==> src/rtl/sseg_capture.sv <==
// Receive-side monitor for a multiplexed 4-digit seven-segment bus: synchronizes,
// debounces and latches each strobed digit, decodes it to hex and tracks full frames.
module sseg_capture #(
    parameter int unsigned STABLE_CYCLES = 4
) (
    input  logic        clk,
    input  logic        reset_n,
    input  logic [3:0]  sseg_anode,
    input  logic [6:0]  sseg_cathode,
    input  logic        clear,
    output logic [27:0] digit_seg,
    output logic [15:0] digit_hex,
    output logic [3:0]  digit_known,
    output logic        frame_valid,
    output logic        anode_err
);

    localparam int unsigned LP_DIGITS = 4;
    localparam int unsigned LP_SEG_W  = 7;
    localparam int unsigned LP_HEX_W  = 4;
    localparam int unsigned LP_SYNC_W = LP_DIGITS + LP_SEG_W;
    localparam int unsigned LP_CNT_W  = 8;
    localparam logic [LP_CNT_W-1:0] LP_CNT_MAX = LP_CNT_W'(STABLE_CYCLES);
    localparam logic [LP_CNT_W-1:0] LP_CNT_CAP = LP_CNT_W'(STABLE_CYCLES - 1);

    logic [LP_SYNC_W-1:0]           r_sync1;
    logic [LP_SYNC_W-1:0]           r_sync2;
    logic [LP_SYNC_W-1:0]           r_sync2_d;
    logic [LP_CNT_W-1:0]            r_cnt;
    logic [LP_DIGITS*LP_SEG_W-1:0]  r_digit_seg;
    logic [LP_DIGITS*LP_HEX_W-1:0]  r_digit_hex;
    logic [LP_DIGITS-1:0]           r_digit_known;
    logic [LP_DIGITS-1:0]           r_seen;
    logic                           r_frame_valid;
    logic                           r_anode_err;

    logic                 w_changed;
    logic                 w_capture;
    logic [3:0]           w_anode;
    logic [LP_SEG_W-1:0]  w_seg;
    logic [LP_DIGITS-1:0] w_onehot;
    logic                 w_bad;
    logic [LP_DIGITS-1:0] w_cap_bit;
    logic                 w_err_cap;
    logic [4:0]           w_dec;
    logic [LP_DIGITS-1:0] w_seen_next;

    // Pattern to {known, nibble} against the gfedcba active-high hex table
    function automatic logic [4:0] f_decode(input logic [6:0] seg);
        case (seg)
            7'h3F:   return {1'b1, 4'h0};
            7'h06:   return {1'b1, 4'h1};
            7'h5B:   return {1'b1, 4'h2};
            7'h4F:   return {1'b1, 4'h3};
            7'h66:   return {1'b1, 4'h4};
            7'h6D:   return {1'b1, 4'h5};
            7'h7D:   return {1'b1, 4'h6};
            7'h07:   return {1'b1, 4'h7};
            7'h7F:   return {1'b1, 4'h8};
            7'h6F:   return {1'b1, 4'h9};
            7'h77:   return {1'b1, 4'hA};
            7'h7C:   return {1'b1, 4'hB};
            7'h39:   return {1'b1, 4'hC};
            7'h5E:   return {1'b1, 4'hD};
            7'h79:   return {1'b1, 4'hE};
            7'h71:   return {1'b1, 4'hF};
            default: return 5'b0_0000;
        endcase
    endfunction

    assign w_changed = (r_sync2 != r_sync2_d);
    assign w_capture = !w_changed && (r_cnt == LP_CNT_CAP);
    assign w_anode   = r_sync2_d[LP_SYNC_W-1 -: LP_DIGITS];
    assign w_seg     = ~r_sync2_d[LP_SEG_W-1:0];
    assign w_dec     = f_decode(w_seg);

    always_comb begin
        w_onehot = '0;
        w_bad    = 1'b0;
        case (w_anode)
            4'b1110: w_onehot = 4'b0001;
            4'b1101: w_onehot = 4'b0010;
            4'b1011: w_onehot = 4'b0100;
            4'b0111: w_onehot = 4'b1000;
            4'b1111: w_bad    = 1'b0;
            default: w_bad    = 1'b1;
        endcase
    end

    assign w_cap_bit   = {LP_DIGITS{w_capture}} & w_onehot;
    assign w_err_cap   = w_capture & w_bad;
    assign w_seen_next = (clear ? '0 : r_seen) | w_cap_bit;

    // Input synchronizer and stability counter; idle value equals reset so it never captures
    always_ff @(posedge clk or negedge reset_n) begin
        if (!reset_n) begin
            r_sync1   <= '1;
            r_sync2   <= '1;
            r_sync2_d <= '1;
            r_cnt     <= LP_CNT_MAX;
        end else begin
            r_sync1   <= {sseg_anode, sseg_cathode};
            r_sync2   <= r_sync1;
            r_sync2_d <= r_sync2;
            if (w_changed) begin
                r_cnt <= '0;
            end else if (r_cnt != LP_CNT_MAX) begin
                r_cnt <= r_cnt + LP_CNT_W'(1);
            end
        end
    end

    always_ff @(posedge clk or negedge reset_n) begin
        if (!reset_n) begin
            r_digit_seg   <= '0;
            r_digit_hex   <= '0;
            r_digit_known <= '0;
        end else begin
            for (int unsigned i = 0; i < LP_DIGITS; i++) begin
                if (w_cap_bit[i]) begin
                    r_digit_seg[i*LP_SEG_W +: LP_SEG_W] <= w_seg;
                    r_digit_hex[i*LP_HEX_W +: LP_HEX_W] <= w_dec[3:0];
                    r_digit_known[i]                    <= w_dec[4];
                end
            end
        end
    end

    // Frame mask and sticky error; an illegal capture beats a coincident clear
    always_ff @(posedge clk or negedge reset_n) begin
        if (!reset_n) begin
            r_seen        <= '0;
            r_frame_valid <= 1'b0;
            r_anode_err   <= 1'b0;
        end else begin
            if (&w_seen_next) begin
                r_frame_valid <= 1'b1;
                r_seen        <= '0;
            end else begin
                r_frame_valid <= 1'b0;
                r_seen        <= w_seen_next;
            end
            if (w_err_cap) begin
                r_anode_err <= 1'b1;
            end else if (clear) begin
                r_anode_err <= 1'b0;
            end
        end
    end

    assign digit_seg   = r_digit_seg;
    assign digit_hex   = r_digit_hex;
    assign digit_known = r_digit_known;
    assign frame_valid = r_frame_valid;
    assign anode_err   = r_anode_err;

endmodule

==> config.mk <==
export PLATFORM = sky130hd
export DESIGN_NAME = sseg_capture
export DESIGN_NICKNAME = d
export VERILOG_FILES = /design/src/rtl/sseg_capture.sv
export SDC_FILE = /design/constraint.sdc
export NUM_CORES = 1
export LEC_CHECK = 0
export ABC_AREA = 1
export ABC_CLOCK_PERIOD_IN_PS = 2350
export BUFFER_PORTS_ARGS = -buffer_cell sky130_fd_sc_hd__buf_2
export CORE_ASPECT_RATIO = 1.75
export CORE_MARGIN = 5
export CORE_UTILIZATION = 55
export DETAILED_ROUTE_END_ITERATION = 8
export PLACE_DENSITY = 0.78
export SETUP_SLACK_MARGIN = 0.15
export SLEW_MARGIN = 20
export SYNTH_ARGS = -nofsm -noshare
export SYNTH_HDL_FRONTEND = slang
export SYNTH_SLANG_ARGS = --single-unit
==> constraint.sdc <==
create_clock -name clk -period 2.35 [get_ports clk]
set_clock_uncertainty 0.1 [all_clocks]
set_input_delay 0.5875 -clock clk [delete_from_list [all_inputs] [get_ports clk]]
set_output_delay 0.5875 -clock clk [all_outputs]
set_load 0.01 [all_outputs]
# Yosys cells after proc, flatten, opt, wreduce, memory -nomap -nowiden
# Cells that the tools add are included.
dict set report totals {
  ff_bits 95
  word_cells 64
  inputBits 14
}
dict set report op_classes {
  addsub 1
  n_bitwise 4
  n_reduce_logical 6
  n_eq_ne 24
  n_mux 10
}
# op count
set ops {}
lappend ops {{== test 7 bit, second input constant} 12}
lappend ops {{case mux 5 bit (16 select lines)} 1}
lappend ops {{== test 4 bit, second input constant} 4}
lappend ops {{two-way mux 8 bit} 2}
lappend ops {{case mux 4 bit (4 select lines)} 1}
lappend ops {{== test 7 x 3 -> 1 bit, second input constant} 2}
lappend ops {{== test 7 x 6 -> 1 bit, second input constant} 2}
lappend ops {{inequality test 11 bit} 1}
lappend ops {{adder 8 x 1 -> 8 bit, second input constant} 1}
lappend ops {{== test 8 x 2 -> 1 bit, second input constant} 1}
lappend ops {{two-way mux 4 bit} 2}
lappend ops {{inequality test 8 x 3 -> 1 bit, second input constant} 1}
lappend ops {{NOT 7 bit} 1}
lappend ops {{OR reduction 5 bit} 1}
lappend ops {{bitwise AND 4 bit} 1}
lappend ops {{== test 4 x 3 -> 1 bit, second input constant} 1}
lappend ops {{two-way mux 1 bit} 4}
lappend ops {{bitwise OR 4 bit} 1}
lappend ops {{AND reduction 4 bit} 1}
lappend ops {{nonzero test 2 bit} 2}
lappend ops {{bitwise AND 1 bit} 1}
lappend ops {{logical AND 1 bit} 1}
lappend ops {{logical NOT 1 bit} 1}

# Longest topological paths before layout
dict set report depth {
  word_depth 7
  mapped_depth 11
  mapped_depth_nobuf 11
}

# Worst setup path before layout
# OpenSTA, ideal clock, no wires.
dict set report synth_path {
  kind {reg2reg}
  start {register r_sync2_d[4]}
  end {register r_seen[0]}
  arrival_ns 1.524
  setup_slack_ns 0.607
  synth_period_minus_slack_ns 1.743
  setup_ns 0.118
  path_stages_with_launch 10
  path_buffers 1
  cell_sequence {dfstp_2 buf_2 xnor2_1 nand2_1 nor2_1 nand4_1 nand2_1 nand2_1 nor2_4 nor2_1}
}
dict set report synth_via {
  elab_chain_cells 7
}
# element line
set synth_lines {}
lappend synth_lines {{start: declaration} 28} ;# logic [LP_SYNC_W-1:0] r_sync2_d;
lappend synth_lines {{start signal: assignment} 104} ;# r_sync2_d <= r_sync2;
lappend synth_lines {{inequality test 11 bit (*)} 71} ;# assign w_changed = (r_sync2 != r_sync2_d);
lappend synth_lines {{logical NOT 1 bit (*)} 72} ;# assign w_capture = !w_changed && (r_cnt == LP_CNT_CAP);
lappend synth_lines {{logical AND 1 bit (*)} 72}
lappend synth_lines {{bitwise AND 4 bit (*)} 90} ;# assign w_cap_bit = {LP_DIGITS{w_capture}} & w_onehot;
lappend synth_lines {{bitwise OR 4 bit (*)} 92} ;# assign w_seen_next = (clear ? '0 : r_seen) | w_cap_bit;
lappend synth_lines {{AND reduction 4 bit} 136} ;# if (&w_seen_next) begin
lappend synth_lines {{two-way mux 4 bit (*)} 136}
lappend synth_lines {{end signal: assignment} 141} ;# r_seen <= w_seen_next;
lappend synth_lines {{end: declaration} 33} ;# logic [LP_DIGITS-1:0] r_seen;
# Mark *: on every way between the ends. The rest lies on a longest branch, timed or not.
# A chain may end at the register's enable or synchronous reset.

# Worst setup path in the final report
dict set report layout_path {
  start {register r_sync2_d[4]}
  end {register r_digit_known[0], in the netlist digit_known[0]}
}
dict set report layout_via {
  elab_chain_cells 4
  elab_cells_between_ends 22
}
# element line
set layout_lines {}
lappend layout_lines {{parallel branches: the longest is 4 deep, another holds case mux 5 bit (16 select lines)} n/a}
lappend layout_lines {{end signal: indexed assignment} 123} ;# r_digit_known[i] <= w_dec[4];
lappend layout_lines {{end: declaration} 32} ;# logic [LP_DIGITS-1:0] r_digit_known;
# Parallel ways; which one is timed is not known.

==> results.tsv <==
stage	metric	value	unit
status	run_status	finished, final reports clean	
placed_design	io_buffer_count	63	
yosys	yosysWarnings	0	
grt	grt_pass1_wl	13.82	mm
grt	grt_max_degree	47	
floorplan	die_height	119.9	um
drt	ant_nets	0	
floorplan	pin_count	64	
timing	fmax	489.2	MHz
yosys	seq_area_frac_synth	63.72	%
timing	hold_viol_final	0	
grt	overflow	0	
clock_network	clk_pin_slew	0.06	ns
clock_network	cts_max_path_buffers	2	
critical_path	max_stage_delay	0.63	ns
power	power	3.166	mW
yosys	synthSimpleGateAreaFrac	22.77	%
critical_path	arrival	2.17	ns
placed_design	place_congestion	0.8963	
clock_network	cts_resized	0	
grt	grt_pass1_vias	2957	
yosys	synthXorXnorAreaFrac	1.384	%
drt	drc	0	
flow_run	drv_cap	0	
critical_path	crit_path_end_kind	flop	
floorplan	initial_core_util	55.79	%
grt	antenna_found_initial	0	
critical_path	crit_chain	inv_1 > nand3_1 > nor2_1 > nor3b_2 > nand2_1 > nand3b_1 > nand2_1 > nand2_1	
placed_design	place_area	4218	um2
timing	rsz0062_at_grt	no	
drt	vias_per_cell	5.244	
clock_network	h-tree-depth	3	
timing	drv_slew	0	
critical_path	critPathKind	flop to flop	
timing	post-route-min-period	2.044	ns
critical_path	worstSetupStartpointType	flop	
final_layout	synthToLayoutAreaGrowth	18.25	%
final_layout	final_layout_size_suffix_gt1_share	25.73	%
yosys	synthCells	405	
power	ir_drop	0.0006730	V
yosys	synth_fp_nets	421	
clock_network	ctsHoldBuffers	0	
critical_path	slowest_stage	dfstp_2	
yosys	ys_async_sr_fraction	100.0	%
yosys	synth.ff_latch_count	95	
drt	num_vias	2947	
drt	drt_iter0_drc	189	
final_layout	fin_area	4491	um2
yosys	synthAdderAreaFrac	0.6590	%
floorplan	die-area	8731	um2
power	p_leak	2.413	nW
clock_network	cts-buffers-inserted	9	
final_layout	nets	489	
critical_path	required	2.48	ns
critical_path	crit_fanout	8	
timing	final.setup.tns	0	ns
timing	fin_crit_sh	86.99	%
drt	wire_per_inst	14.83	um
floorplan	core-area	6807	um2
grt	globalRouteTotalUtil	20.89	%
timing	setup_violations	0	
yosys	synth-compound-area-share	6.129	%
clock_network	post_cts_buffers	0	
drt	drt_wl_total	8.332	mm
yosys	avgSynthCellArea	9.376	um2
yosys	synth.cell_area	3797	um2
timing	slew_headroom	73.39	%
placed_design	dp_hpwl	6.075	mm
floorplan	die_w	72.81	um
clock_network	clk_latency	0.34	ns
yosys	synth_top_family_by_area	simple AND/OR/NAND/NOR gates	
min_path	hp-class	input pin to async pin	
power	p_seq_share	54.4	%
yosys	ys.flop_type	dfrtp_1	
yosys	ys_types	26	
clock_network	root_buffer	clkbuf_16	
power	internal_power	2.508	mW
timing	tightest_slew	0.3987	ns
yosys	synth_edf_count	0	
final_layout	antenna_cells	0	
floorplan	rows	40	
clock_network	numClockSinks	95	
power	swShare	20.80	%
drt	first_pass_iters	5	
critical_path	worst_path_most_repeated_cell	nand2_1	
power	p_sw	0.6585	mW
power	p_comb_share	3.4	%
power	clock_power_share	42.2	%
clock_network	cts_tree	done	
yosys	synth_mux_area_share	0	%
power	power_density	705.0	nW/um2
layer usage:
metal | wire length [um] | vias to the layer above | track usage, %
met4 | 204 | 0 | 10.74
met2 | 4660 | 97 | 36.60
met1 | 3011 | 1421 | 22.70
li1 | - | 1413 | -
met5 | 0 | - | 0
met3 | 455 | 16 | 4.946
registers in the layout, indices dropped and copies added, names as in the netlist:
| name | flops |
|---|---|
| digit_seg | 28 |
| r_seen | 4 |
| r_sync2 | 11 |
| digit_hex | 16 |
| r_sync2_d | 11 |
| r_sync1 | 11 |
| digit_known | 4 |
| anode_err | 1 |
| r_cnt | 8 |
| frame_valid | 1 |
power by group through the flow:
stage	Combinational [mW]	Sequential, mW	Clock [mW]
final	0.108	1.72	1.34
after global routing	0.125	1.73	1.45
after CTS	0.111	1.72	1.37
after detailed placement	0.111	1.75	0
after global placement	0.107	1.75	0
after floorplan	0.0576	1.73	0
kinds of logic after synthesis:
kind of cell / Yosys count
AOI/OAI and AO/OA: 43
xor gates and xnor gates: 6
adders and majority gates: 2
buffers and inverters: 50
DFF: 95
and+or+nand+nor: 209
cells in the final DEF, fill, tap and decap left out, drive strengths merged:
cell     count
a21oi        5
xor2         1
nand2      145
o21ai       32
o211a        1
nand3b       1
nand3       16
dfstp       34
nor3b        2
buf         69
xnor2        5
o2111ai      1
nand4        8
a211oi       1
o31ai        1
o21a         1
a31oi        1
ha           2
inv         38
clkbuf      16
nor3         9
nor2        28
dfrtp       61
final cells by class:
class | instances | area, um2
tap | 84 | 105.1
inverter | 38 | 142.6
clock buffer | 16 | 272.8
sequential | 95 | 2420
timing repair buffer | 69 | 375.4
multi-input combinational | 260 | 1175
fill | 588 | 2316
path summary, 6_finish.rpt:
kind	end	cells after the start	slack, ns	start
setup / recovery	digit_known[0]	8	0.31	r_sync2_d[4]
hold / removal	anode_err	1	0.06	reset_n
setup reg to reg	digit_known[0]	8	0.31	r_sync2_d[4]
hold reg to reg	r_sync2[9]	0	0.25	r_sync1[9]
max in group asynchronous	r_sync2_d[5]	2	1.41	reset_n
min in group clk	r_sync1[8]	1	0.24	sseg_anode[1]
worst max-delay path: cells and delay by family (launching register included):
family,cells,cell delay [ns]
buffers and inverters,1,0.12
flip-flops,1,0.63
AND/OR/NAND/NOR,7,1.08
cells in the mapped netlist, types with 2 or more instances:
master   count  area (um2)
o21ai_0     32       160.2
dfstp_2     34       893.4
nor2_2       2       12.51
inv_1       32       120.1
nand2_1    145       544.3
nor2_1      25       93.84
dfrtp_1     61        1526
nor3_1       9       45.04
a21oi_1      5       25.02
xnor2_1      5       43.79
inv_2        6       22.52
ha_1         2       25.02
nand4_1      8       50.05
buf_2       12       60.06
nand3_1     16       80.08
metrics by stage:
stage | std cells | hold slack, ns | utilization, % | worst slack, ns
after CTS | 562 | 0.06927 | 65.97 | 0.3185
after detailed placement | 546 | 0.2468 | 61.97 | 0.3861
final | 562 | 0.06234 | 65.97 | 0.3057
after floorplan | 405 | 0.1919 | - | 0.6073
after global placement | 546 | 0.2456 | 61.97 | 0.3900
after global routing | 562 | 0.08290 | 65.97 | 0.1660
No activity file was read; power rests on OpenSTA's default activity.
